--- config.mk ---
export PLATFORM = sky130hd
export DESIGN_NAME = instr_reg_scheduler_flat
export DESIGN_NICKNAME = d
export VERILOG_FILES = /design/src/rtl/instr_reg_scheduler_if.sv /design/src/rtl/instr_reg_scheduler.sv /design/src/flat_wrapper.sv
export SDC_FILE = /design/constraint.sdc
export NUM_CORES = 1
export LEC_CHECK = 0
export ABC_CLOCK_PERIOD_IN_PS = 2900
export CAP_MARGIN = 20
export CORE_AREA = 2 2 195 197
export CTS_CLUSTER_SIZE = 12
export DETAILED_ROUTE_END_ITERATION = 16
export DIE_AREA = 0 0 197 199
export GPL_TIMING_DRIVEN = 0
export PLACE_DENSITY = 0.57
export SYNTH_ARGS = -nofsm -noshare
export SYNTH_HDL_FRONTEND = slang
export SYNTH_SLANG_ARGS = --single-unit
--- constraint.sdc ---
create_clock -name clk -period 2.9 [get_ports clk]
set_input_delay 0.29 -clock clk [delete_from_list [all_inputs] [get_ports clk]]
set_output_delay 0.29 -clock clk [all_outputs]
set_load 0.01 [all_outputs]
--- src/rtl/instr_reg_scheduler_if.sv ---
// Types shared with instr_register, plus the scheduler's bus interface.
//   slave  : scheduler side (requester handshakes in, register-file
//            write/read controls out, response port out, occupancy out)
//   master : environment side (requesters, register file, consumer)
package instr_register_pkg;
  typedef enum logic [3:0] {ZERO, PASSA, PASSB, ADD, SUB, MULT, DIV, MOD} opcode_t;
  typedef logic signed [31:0] operand_t;
  typedef logic signed [63:0] result_t;
  typedef logic [4:0]         address_t;
  typedef struct packed {
    opcode_t  opc;
    operand_t op_a;
    operand_t op_b;
    result_t  rezultat;
  } instruction_t;
endpackage

interface instr_reg_scheduler_if;
  import instr_register_pkg::*;
  logic         req0_valid, req0_ready, req1_valid, req1_ready;
  opcode_t      req0_opcode, req1_opcode;
  operand_t     req0_operand_a, req0_operand_b, req1_operand_a, req1_operand_b;
  logic         load_en;
  opcode_t      opcode;
  operand_t     operand_a, operand_b;
  address_t     write_pointer, read_pointer;
  instruction_t instruction_word;
  logic         rsp_valid, rsp_ready, rsp_src;
  instruction_t rsp_instruction;
  logic [5:0]   count;
  logic         full, empty;

  modport slave (
    input  req0_valid, req0_opcode, req0_operand_a, req0_operand_b,
    input  req1_valid, req1_opcode, req1_operand_a, req1_operand_b,
    output req0_ready, req1_ready,
    output load_en, opcode, operand_a, operand_b, write_pointer, read_pointer,
    input  instruction_word,
    output rsp_valid, rsp_instruction, rsp_src,
    input  rsp_ready,
    output count, full, empty
  );

  modport master (
    output req0_valid, req0_opcode, req0_operand_a, req0_operand_b,
    output req1_valid, req1_opcode, req1_operand_a, req1_operand_b,
    input  req0_ready, req1_ready,
    input  load_en, opcode, operand_a, operand_b, write_pointer, read_pointer,
    output instruction_word,
    input  rsp_valid, rsp_instruction, rsp_src,
    output rsp_ready,
    input  count, full, empty
  );
endinterface

--- src/rtl/instr_reg_scheduler.sv ---
// Write-port arbiter and read-back sequencer for instr_register.
// Two requesters are granted round-robin; each accept is registered onto the
// register-file write port and tracked in a circular FIFO over the 32 entries.
// Written entries are returned in write order on the response port with the
// issuing requester's ID.
//   clk, reset_n : clock, async active-low reset
//   bus (slave)  : requester handshakes, register-file controls, response
//                  port, count/full/empty
module instr_reg_scheduler #(
  parameter int DEPTH = 32
) (
  input logic                  clk,
  input logic                  reset_n,
  instr_reg_scheduler_if.slave bus
);
  import instr_register_pkg::*;

  logic             last;       // most recently granted requester
  address_t         wr_ptr, rd_ptr;
  logic [5:0]       count_q;    // reserved entries (accepted, not popped)
  logic [5:0]       committed;  // written into instr_register, not popped
  logic [DEPTH-1:0] tag;        // source requester per entry
  logic             load_en_q;
  opcode_t          opcode_q;
  operand_t         operand_a_q, operand_b_q;
  address_t         write_pointer_q;

  logic win0, win1, full_w, acc0, acc1, acc, pop;

  always_comb begin
    win0   = bus.req0_valid && (!bus.req1_valid || last);
    win1   = !win0 && bus.req1_valid;
    full_w = (count_q == 6'(DEPTH));
    acc0   = win0 && !full_w;
    acc1   = win1 && !full_w;
    acc    = acc0 || acc1;
    pop    = (committed != 6'd0) && bus.rsp_ready;
  end

  assign bus.req0_ready      = acc0;
  assign bus.req1_ready      = acc1;
  assign bus.load_en         = load_en_q;
  assign bus.opcode          = opcode_q;
  assign bus.operand_a       = operand_a_q;
  assign bus.operand_b       = operand_b_q;
  assign bus.write_pointer   = write_pointer_q;
  assign bus.read_pointer    = rd_ptr;
  assign bus.rsp_valid       = (committed != 6'd0);
  assign bus.rsp_instruction = bus.instruction_word;
  assign bus.rsp_src         = tag[rd_ptr];
  assign bus.count           = count_q;
  assign bus.full            = full_w;
  assign bus.empty           = (count_q == 6'd0);

  always_ff @(posedge clk or negedge reset_n) begin
    if (!reset_n) begin
      last            <= 1'b1;
      wr_ptr          <= '0;
      rd_ptr          <= '0;
      count_q         <= '0;
      committed       <= '0;
      tag             <= '0;
      load_en_q       <= 1'b0;
      opcode_q        <= ZERO;
      operand_a_q     <= '0;
      operand_b_q     <= '0;
      write_pointer_q <= '0;
    end else begin
      load_en_q <= acc;
      if (acc) begin
        last            <= acc1;
        opcode_q        <= acc1 ? bus.req1_opcode    : bus.req0_opcode;
        operand_a_q     <= acc1 ? bus.req1_operand_a : bus.req0_operand_a;
        operand_b_q     <= acc1 ? bus.req1_operand_b : bus.req0_operand_b;
        write_pointer_q <= wr_ptr;
        tag[wr_ptr]     <= acc1;
        wr_ptr          <= (wr_ptr == address_t'(DEPTH-1)) ? '0 : wr_ptr + address_t'(1);
      end
      if (pop)
        rd_ptr <= (rd_ptr == address_t'(DEPTH-1)) ? '0 : rd_ptr + address_t'(1);
      // Same-edge increment and decrement cancel out.
      count_q   <= count_q + 6'(acc) - 6'(pop);
      // load_en marks the edge on which instr_register performs the write.
      committed <= committed + 6'(load_en_q) - 6'(pop);
    end
  end
endmodule

--- src/flat_wrapper.sv ---
// flat-port wrapper written by rule: the top's interface ports become plain ports
module instr_reg_scheduler_flat import instr_register_pkg::*;
#(
  parameter int DEPTH = 32
)
  (clk, reset_n, bus_req0_valid, bus_req0_opcode, bus_req0_operand_a, bus_req0_operand_b, bus_req1_valid, bus_req1_opcode, bus_req1_operand_a, bus_req1_operand_b, bus_req0_ready, bus_req1_ready, bus_load_en, bus_opcode, bus_operand_a, bus_operand_b, bus_write_pointer, bus_read_pointer, bus_instruction_word, bus_rsp_valid, bus_rsp_instruction, bus_rsp_src, bus_rsp_ready, bus_count, bus_full, bus_empty);
  instr_reg_scheduler_if bus_i ();
  input logic clk;
  input logic reset_n;
  input wire logic [$bits(bus_i.req0_valid)-1:0] bus_req0_valid;
  input wire logic [$bits(bus_i.req0_opcode)-1:0] bus_req0_opcode;
  input wire logic [$bits(bus_i.req0_operand_a)-1:0] bus_req0_operand_a;
  input wire logic [$bits(bus_i.req0_operand_b)-1:0] bus_req0_operand_b;
  input wire logic [$bits(bus_i.req1_valid)-1:0] bus_req1_valid;
  input wire logic [$bits(bus_i.req1_opcode)-1:0] bus_req1_opcode;
  input wire logic [$bits(bus_i.req1_operand_a)-1:0] bus_req1_operand_a;
  input wire logic [$bits(bus_i.req1_operand_b)-1:0] bus_req1_operand_b;
  output wire logic [$bits(bus_i.req0_ready)-1:0] bus_req0_ready;
  output wire logic [$bits(bus_i.req1_ready)-1:0] bus_req1_ready;
  output wire logic [$bits(bus_i.load_en)-1:0] bus_load_en;
  output wire logic [$bits(bus_i.opcode)-1:0] bus_opcode;
  output wire logic [$bits(bus_i.operand_a)-1:0] bus_operand_a;
  output wire logic [$bits(bus_i.operand_b)-1:0] bus_operand_b;
  output wire logic [$bits(bus_i.write_pointer)-1:0] bus_write_pointer;
  output wire logic [$bits(bus_i.read_pointer)-1:0] bus_read_pointer;
  input wire logic [$bits(bus_i.instruction_word)-1:0] bus_instruction_word;
  output wire logic [$bits(bus_i.rsp_valid)-1:0] bus_rsp_valid;
  output wire logic [$bits(bus_i.rsp_instruction)-1:0] bus_rsp_instruction;
  output wire logic [$bits(bus_i.rsp_src)-1:0] bus_rsp_src;
  input wire logic [$bits(bus_i.rsp_ready)-1:0] bus_rsp_ready;
  output wire logic [$bits(bus_i.count)-1:0] bus_count;
  output wire logic [$bits(bus_i.full)-1:0] bus_full;
  output wire logic [$bits(bus_i.empty)-1:0] bus_empty;
  assign bus_i.req0_valid = bus_req0_valid;
  assign bus_i.req0_opcode = bus_req0_opcode;
  assign bus_i.req0_operand_a = bus_req0_operand_a;
  assign bus_i.req0_operand_b = bus_req0_operand_b;
  assign bus_i.req1_valid = bus_req1_valid;
  assign bus_i.req1_opcode = bus_req1_opcode;
  assign bus_i.req1_operand_a = bus_req1_operand_a;
  assign bus_i.req1_operand_b = bus_req1_operand_b;
  assign bus_req0_ready = bus_i.req0_ready;
  assign bus_req1_ready = bus_i.req1_ready;
  assign bus_load_en = bus_i.load_en;
  assign bus_opcode = bus_i.opcode;
  assign bus_operand_a = bus_i.operand_a;
  assign bus_operand_b = bus_i.operand_b;
  assign bus_write_pointer = bus_i.write_pointer;
  assign bus_read_pointer = bus_i.read_pointer;
  assign bus_i.instruction_word = bus_instruction_word;
  assign bus_rsp_valid = bus_i.rsp_valid;
  assign bus_rsp_instruction = bus_i.rsp_instruction;
  assign bus_rsp_src = bus_i.rsp_src;
  assign bus_i.rsp_ready = bus_rsp_ready;
  assign bus_count = bus_i.count;
  assign bus_full = bus_i.full;
  assign bus_empty = bus_i.empty;
  instr_reg_scheduler #(.DEPTH(DEPTH)) u_core (.clk(clk), .reset_n(reset_n), .bus(bus_i));
endmodule
# After elaboration in Yosys (flattened, before gate mapping)
# Cells that the tools add are included.
[word_totals]
regBits = 129
input_bits = 273
[op_classes]
n_addsub = 6
n_lt_le_gt_ge = 3
eq_ne = 3
muxes = 10
n_reduce_logical = 13
[op_table]
columns = ["operator", "n"]
rows = [
  ["32-bit two-way mux", 2],
  ["32-bit bitwise mux", 1],
  ["6-bit by 1-bit adder with 6-bit output", 2],
  ["5-bit by 6-bit less-than comparator with 1-bit output, second input constant", 2],
  ["6-bit by 1-bit subtractor with 6-bit output", 2],
  ["5-bit by 1-bit adder with 5-bit output, second input constant", 2],
  ["5-bit == test, second input constant", 2],
  ["5-bit two-way mux", 2],
  ["6-bit == test, second input constant", 1],
  ["1-bit logical AND", 6],
  ["6-bit zero test", 1],
  ["6-bit nonzero test", 1],
  ["1-bit binary-select mux with 5-bit select", 1],
  ["1-bit demux with 5-bit select", 1],
  ["5-bit by 1-bit >= comparator with 1-bit output, second input constant", 1],
  ["4-bit two-way mux", 1],
  ["1-bit zero test", 3],
  ["1-bit logical OR", 2],
  ["1-bit two-way mux", 2],
]

# Logic depth before layout (Yosys ltp)
[logic_depth]
word_depth = 9
depth_mapped = 14
depth_no_buf = 14

# Least setup slack after synthesis
# Ideal clock, no wire load.
[synth_path]
path_type = "reg-to-reg"
startpoint = "register u_core.count_q[2] (netlist: u_core.bus.count[2])"
endpoint = "register u_core.count_q[5] (netlist: u_core.bus.count[5])"
setup_ps = 125
arrival_time_ps = 2343
t_required_ps = 2775
slack_ps = 432
path_stages_with_launch = 13
cell_sequence = "dfrtp_1 > inv_1 > ha_1 > nand4bb_1 > o21ai_1 > buf_2 > inv_2 > buf_2 > ha_1 > a21o_1 > a21oi_1 > nor4b_1 > a2111oi_0"
[synth_via]
elab_chain_cells = 6
elab_cells_between_ends = 7
classes_between = "add/sub: 2; eq/ne: 1; reduce/logical: 4"
[synth_rtl]
columns = ["item", "line_no", "source"]
rows = [
  ["from (decl)", "instr_reg_scheduler.sv:20", "logic [5:0] count_q;"],
  ["from (signal assigned)", "instr_reg_scheduler.sv:82", "count_q <= count_q + 6'(acc) - 6'(pop);"],
  ["6-bit == test *", "instr_reg_scheduler.sv:33", "full_w = (count_q == 6'(DEPTH));"],
  ["1-bit zero test *", "instr_reg_scheduler.sv:34, instr_reg_scheduler.sv:35", ""],
  ["1-bit logical AND, on equally long branches", "instr_reg_scheduler.sv:34, instr_reg_scheduler.sv:35", ""],
  ["1-bit logical OR *", "instr_reg_scheduler.sv:36", "acc = acc0 || acc1;"],
  ["net u_core.acc", "instr_reg_scheduler.sv:28", "logic win0, win1, full_w, acc0, acc1, acc, pop;"],
  ["6-bit by 1-bit adder with 6-bit output *", "instr_reg_scheduler.sv:82", ""],
  ["6-bit by 1-bit subtractor with 6-bit output *", "instr_reg_scheduler.sv:82", ""],
]
# The timed path passes the listed nets; every way through them passes the cells marked *.
# A chain may end at the register's enable or synchronous reset.

# Final worst setup path
[layout_path]
startpoint = "register u_core.rd_ptr[0] (netlist: u_core.bus.read_pointer[0])"
endpoint = "output port bus_rsp_src"
[layout_via]
elab_chain_cells = 2
[layout_rtl]
columns = ["item", "line_no", "source"]
rows = [
  ["from (decl)", "instr_reg_scheduler.sv:19", "address_t wr_ptr, rd_ptr;"],
  ["from (signal assigned)", "instr_reg_scheduler.sv:80", "rd_ptr <= (rd_ptr == address_t'(DEPTH-1)) ? '0 : rd_ptr + address_t'(1);"],
  ["1-bit binary-select mux with 5-bit select", "instr_reg_scheduler.sv:50", "assign bus.rsp_src = tag[rd_ptr];"],
  ["1-bit two-way mux (not written as such)", "instr_reg_scheduler.sv:50", ""],
  ["to (decl)", "flat_wrapper.sv:29", "output wire logic [$bits(bus_i.rsp_src)-1:0] bus_rsp_src;"],
]
# Every way passes these cells. The select of a mux whose other input is x is not followed.

==> summary.md <==
| Metric | Value |
|---|---|
| Outcome | `complete, no violations` |
| Crit-path max cell delay | `about 0.58 ns` |
| FF-to-FF End | `u_core.bus.count[4]` |
| Final hold vios | `0` |
| CTS tree | `done` |
| Count leader, synth | `buf_4` |
| Final core occ | `approximately a third` |
| Critical R2R Launch | `u_core.bus.count[3]` |
| Leakage | `5.69 nW` |
| Bufs and invs on worst path | `2` |
| FF+latch count, synth | `around 130` |
| Worst Path Max Fanout | `8` |
| CTS HTree Levels | `4` |
| Critical Path End Type | `output port` |
| Largest net degree at the start of global routing | `74` |
| Synth Area per Inst | `between 10 and 15 um^2` |
| Final ANT Viol Nets | `0` |
| PwrDens | `725 mW/mm^2` |
| Grt total ovfl | `0` |
| Worst-Skew Late Latency | `approximately 0.43 ns` |
| Clock transition at path regs | `0.06 ns` |
| Clock Sink Count | `129` |
| Syn Std Cell Area | `around 0.0075 mm^2` |
| Final period utilization | `between 90% and 100%` |
| IO buf count | `about 360` |
| Root Driver | `clkbuf_16` |
| Syn nets | `~1.0k` |
| Die area | `0.0392 mm^2` |
| Post-synth top area share | `between 40% and 50%` |
| TritonRoute pass-1 iters | `4` |
| Antenna violations before repair | `0` |
| Drt via density | `approximately 4.0` |
| Delay-heaviest family, CP | `multiplexers` |
| Slew HR | `about three fifths` |
| Clk buf depth | `2` |
| Drc violations | `0` |
| Main flop type after synthesis | `dfrtp_1` |
| Synth cell count leaders | `buf_4 (133), dfrtp_1 (128), nand2_1 (95), o21ai_0 (81), mux2i_1 (69)` |
| Die height | `slightly below 200 um` |
| CP Data Required Time | `between 2 and 3 ns` |
| Cells after Synth | `between 700 and 800` |
| Placed Cells | `around 1.6k` |
| Post-route insts no fill | `about 1.6k` |
| Least-Margin Pin Slew | `around 0.6 ns` |
| Reg-to-reg setup timing slack | `~0.24 ns` |
| Layout area overhead | `66.9%` |
| Initial Util | `between 20 and 25%` |
| Number of global-route vias before repair | `between 6k and 7k` |
| Synth area leaders | `dfrtp_1 (43%), buf_4 (13%), mux2i_1 (9.2%)` |
| Yosys warnings | `0` |
| WL/cell | `roughly 15 um` |
| Cell variety after synth | `between 40 and 50` |
| Post-DP HPWL | `19000 um` |
| Skew final | `0.0136 ns` |
| Worst-case reg-to-reg path depth | `13` |
| ANT cells | `0` |
| CP max-delay cell | `mux4_1` |
| Placer Congestion | `about 0.77` |
| Leading area contributor after synthesis | `dfrtp_1` |
| TNS Setup | `0 ns` |
| Row cnt | `~70` |
| Core area | `between 0.03 and 0.04 mm^2` |
| Startpoint Class | `flip-flop` |
| RSZ-0062 raised after global routing | `no` |
| Number of synthesized flops with an enable pin | `0` |
| Critical Path, Cell by Cell | `buf_6 > mux4_1 > mux2_2 > nor3b_1 > nor4_1 > dlygate4sd2_1` |
| Ports | `about 500` |
| Endpoints failing setup | `0` |
| Worst hold path type | `in2async` |
| First-pass GRT wire length | `around 36000 um` |
| Share of layout cells above drive strength 1 | `approximately a fifth` |
| Total Routing Usage GR | `around 12%` |
| Max Slew Vio Count | `0` |
| Sequential fraction of the synthesis area | `about 43%` |
| FFs w/ async S/R, synth | `between 90% and 100%` |
| Die W | `about 200 um` |
| Routed WL | `24100 um` |
| Final Critical Period | `around 2.7 ns` |
| Fin nets | `1426` |
| Crit Path Class | `reg2out` |
| Critical Path AT | `~2.5 ns` |
| 1st-iter DRT viols | `approximately 160` |
| Peak supply drop | `~0.43 mV` |
| Vias | `~6.5k` |
| Fmax | `364 MHz` |
| TritonCTS buffer count | `17` |
| Max-cap violations | `0` |
[worst register-to-register path: cells and delay by family, from the launching register on]
| kind | cells | cell delay [ns] |
|---|---|---|
| AND/OR/NAND/NOR | 3 | 0.34 |
| AO/OA/AOI/OAI | 2 | 0.30 |
| flip-flops | 1 | 0.40 |
| buffers and inverters | 4 | 0.56 |
| adder cells (fa/ha/maj) | 3 | 0.86 |
| XOR/XNOR | 1 | 0.14 |
[flip-flops by register name, indices dropped and copies added (netlist names)]
| signal | flops |
|---|---|
| u_core.bus.read_pointer | 5 |
| u_core.bus.opcode | 4 |
| u_core.bus.operand_a | 32 |
| u_core.committed | 6 |
| u_core.bus.load_en | 1 |
| u_core.bus.write_pointer | 5 |
| u_core.wr_ptr | 5 |
| u_core.bus.count | 6 |
| u_core.tag | 32 |
| u_core.last | 1 |
| u_core.bus.operand_b | 32 |
[layer usage]
layer  vias to the layer above  wire [um]  global-route usage (%)
li1                       3149          -                       -
met1                      3032       9570                    13.9
met2                       265      12400                    21.3
met3                        11       1830                    3.95
met4                         0        246                    3.51
met5                         -          0                       0
[stage by stage]
stage | instance area [um^2] | setup slack [ns] | power (mW) | hold slack, ns
final | 12600 | 0.152 | 9.10 | 0.388
after detailed placement | 11800 | -0.392 | 6.59 | 0.292
after global routing | 12600 | 0.0196 | 9.73 | 0.418
after floorplan | 7520 | 0.432 | 4.87 | -0.00559
after global placement | 11800 | -4.07 | 6.51 | 0.461
after CTS | 12500 | 0.0483 | 9.23 | 0.388
[kinds of logic (layout without fill, tap and decap cells)]
family	count (synthesis)	count (layout)	share of synthesized area, %
adders and majority gates	26	26	4.52
buffers and inverters	203	603	17.6
and+or+nand+nor	166	166	10.1
muxes	111	111	17.1
DFF	129	129	42.9
AOI/OAI and AO/OA	99	99	7.05
xor gates and xnor gates	6	6	0.698
[how the worst max path moves through the flow]
stage | from | to | slack (ns) | cells past startpoint
after floorplan | u_core.bus.count[2] | u_core.bus.count[5] | 0.43 | 12
after global placement | reset_n | u_core.bus.operand_a[0] | -4.07 | 1
after detailed placement | bus_req1_valid | u_core.bus.count[5] | -0.39 | 10
after CTS | u_core.bus.count[2] | bus_req1_ready | 0.05 | 7
after global routing | u_core.bus.read_pointer[0] | bus_rsp_src | 0.02 | 6
final | u_core.bus.read_pointer[0] | bus_rsp_src | 0.15 | 6
[cells in the final DEF, fill, tap and decap left out, types with 14 or more instances in the layout]
cell and count:
buf_4 137, ha_1 24, clkbuf_16 17, clkdlybuf4s50_1 361
dfrtp_1 128, nand2_1 95, o21ai_0 81, buf_2 14
mux2i_1 69, clkbuf_1 19, mux2_2 28, nand3_1 36
inv_1 27
[timing repair]
| item | 4_1_cts | 5_1_grt |
|---|---|---|
| setup endpoints to repair | 6 | 4 |
| hold buffers | 1 | 0 |
| resized for setup | 8 | 6 |
| endpoints found under the hold margin | 55 | 0 |
| setup buffers | 4 | 0 |
[area by class of cell]
type                    count  area, um^2
inverters                  30         116
fillers                  3774       24600
clock buffers              20         457
repair buffers            369        3700
clock inverters            12         230
well taps                 474         593
plain buffers             172        1230
flip-flops and latches    129        3230
multi-input cells         408        3000
[power breakdown]
group / internal, mW / switching [mW] / leakage (nW)
Combinational: 2.06 / 1.76 / 3.79
Clock: 1.66 / 0.872 / 0.327
Sequential: 2.38 / 0.360 / 1.57
Total: 6.11 / 2.99 / 5.68
(Power assumes the default switching activity.)
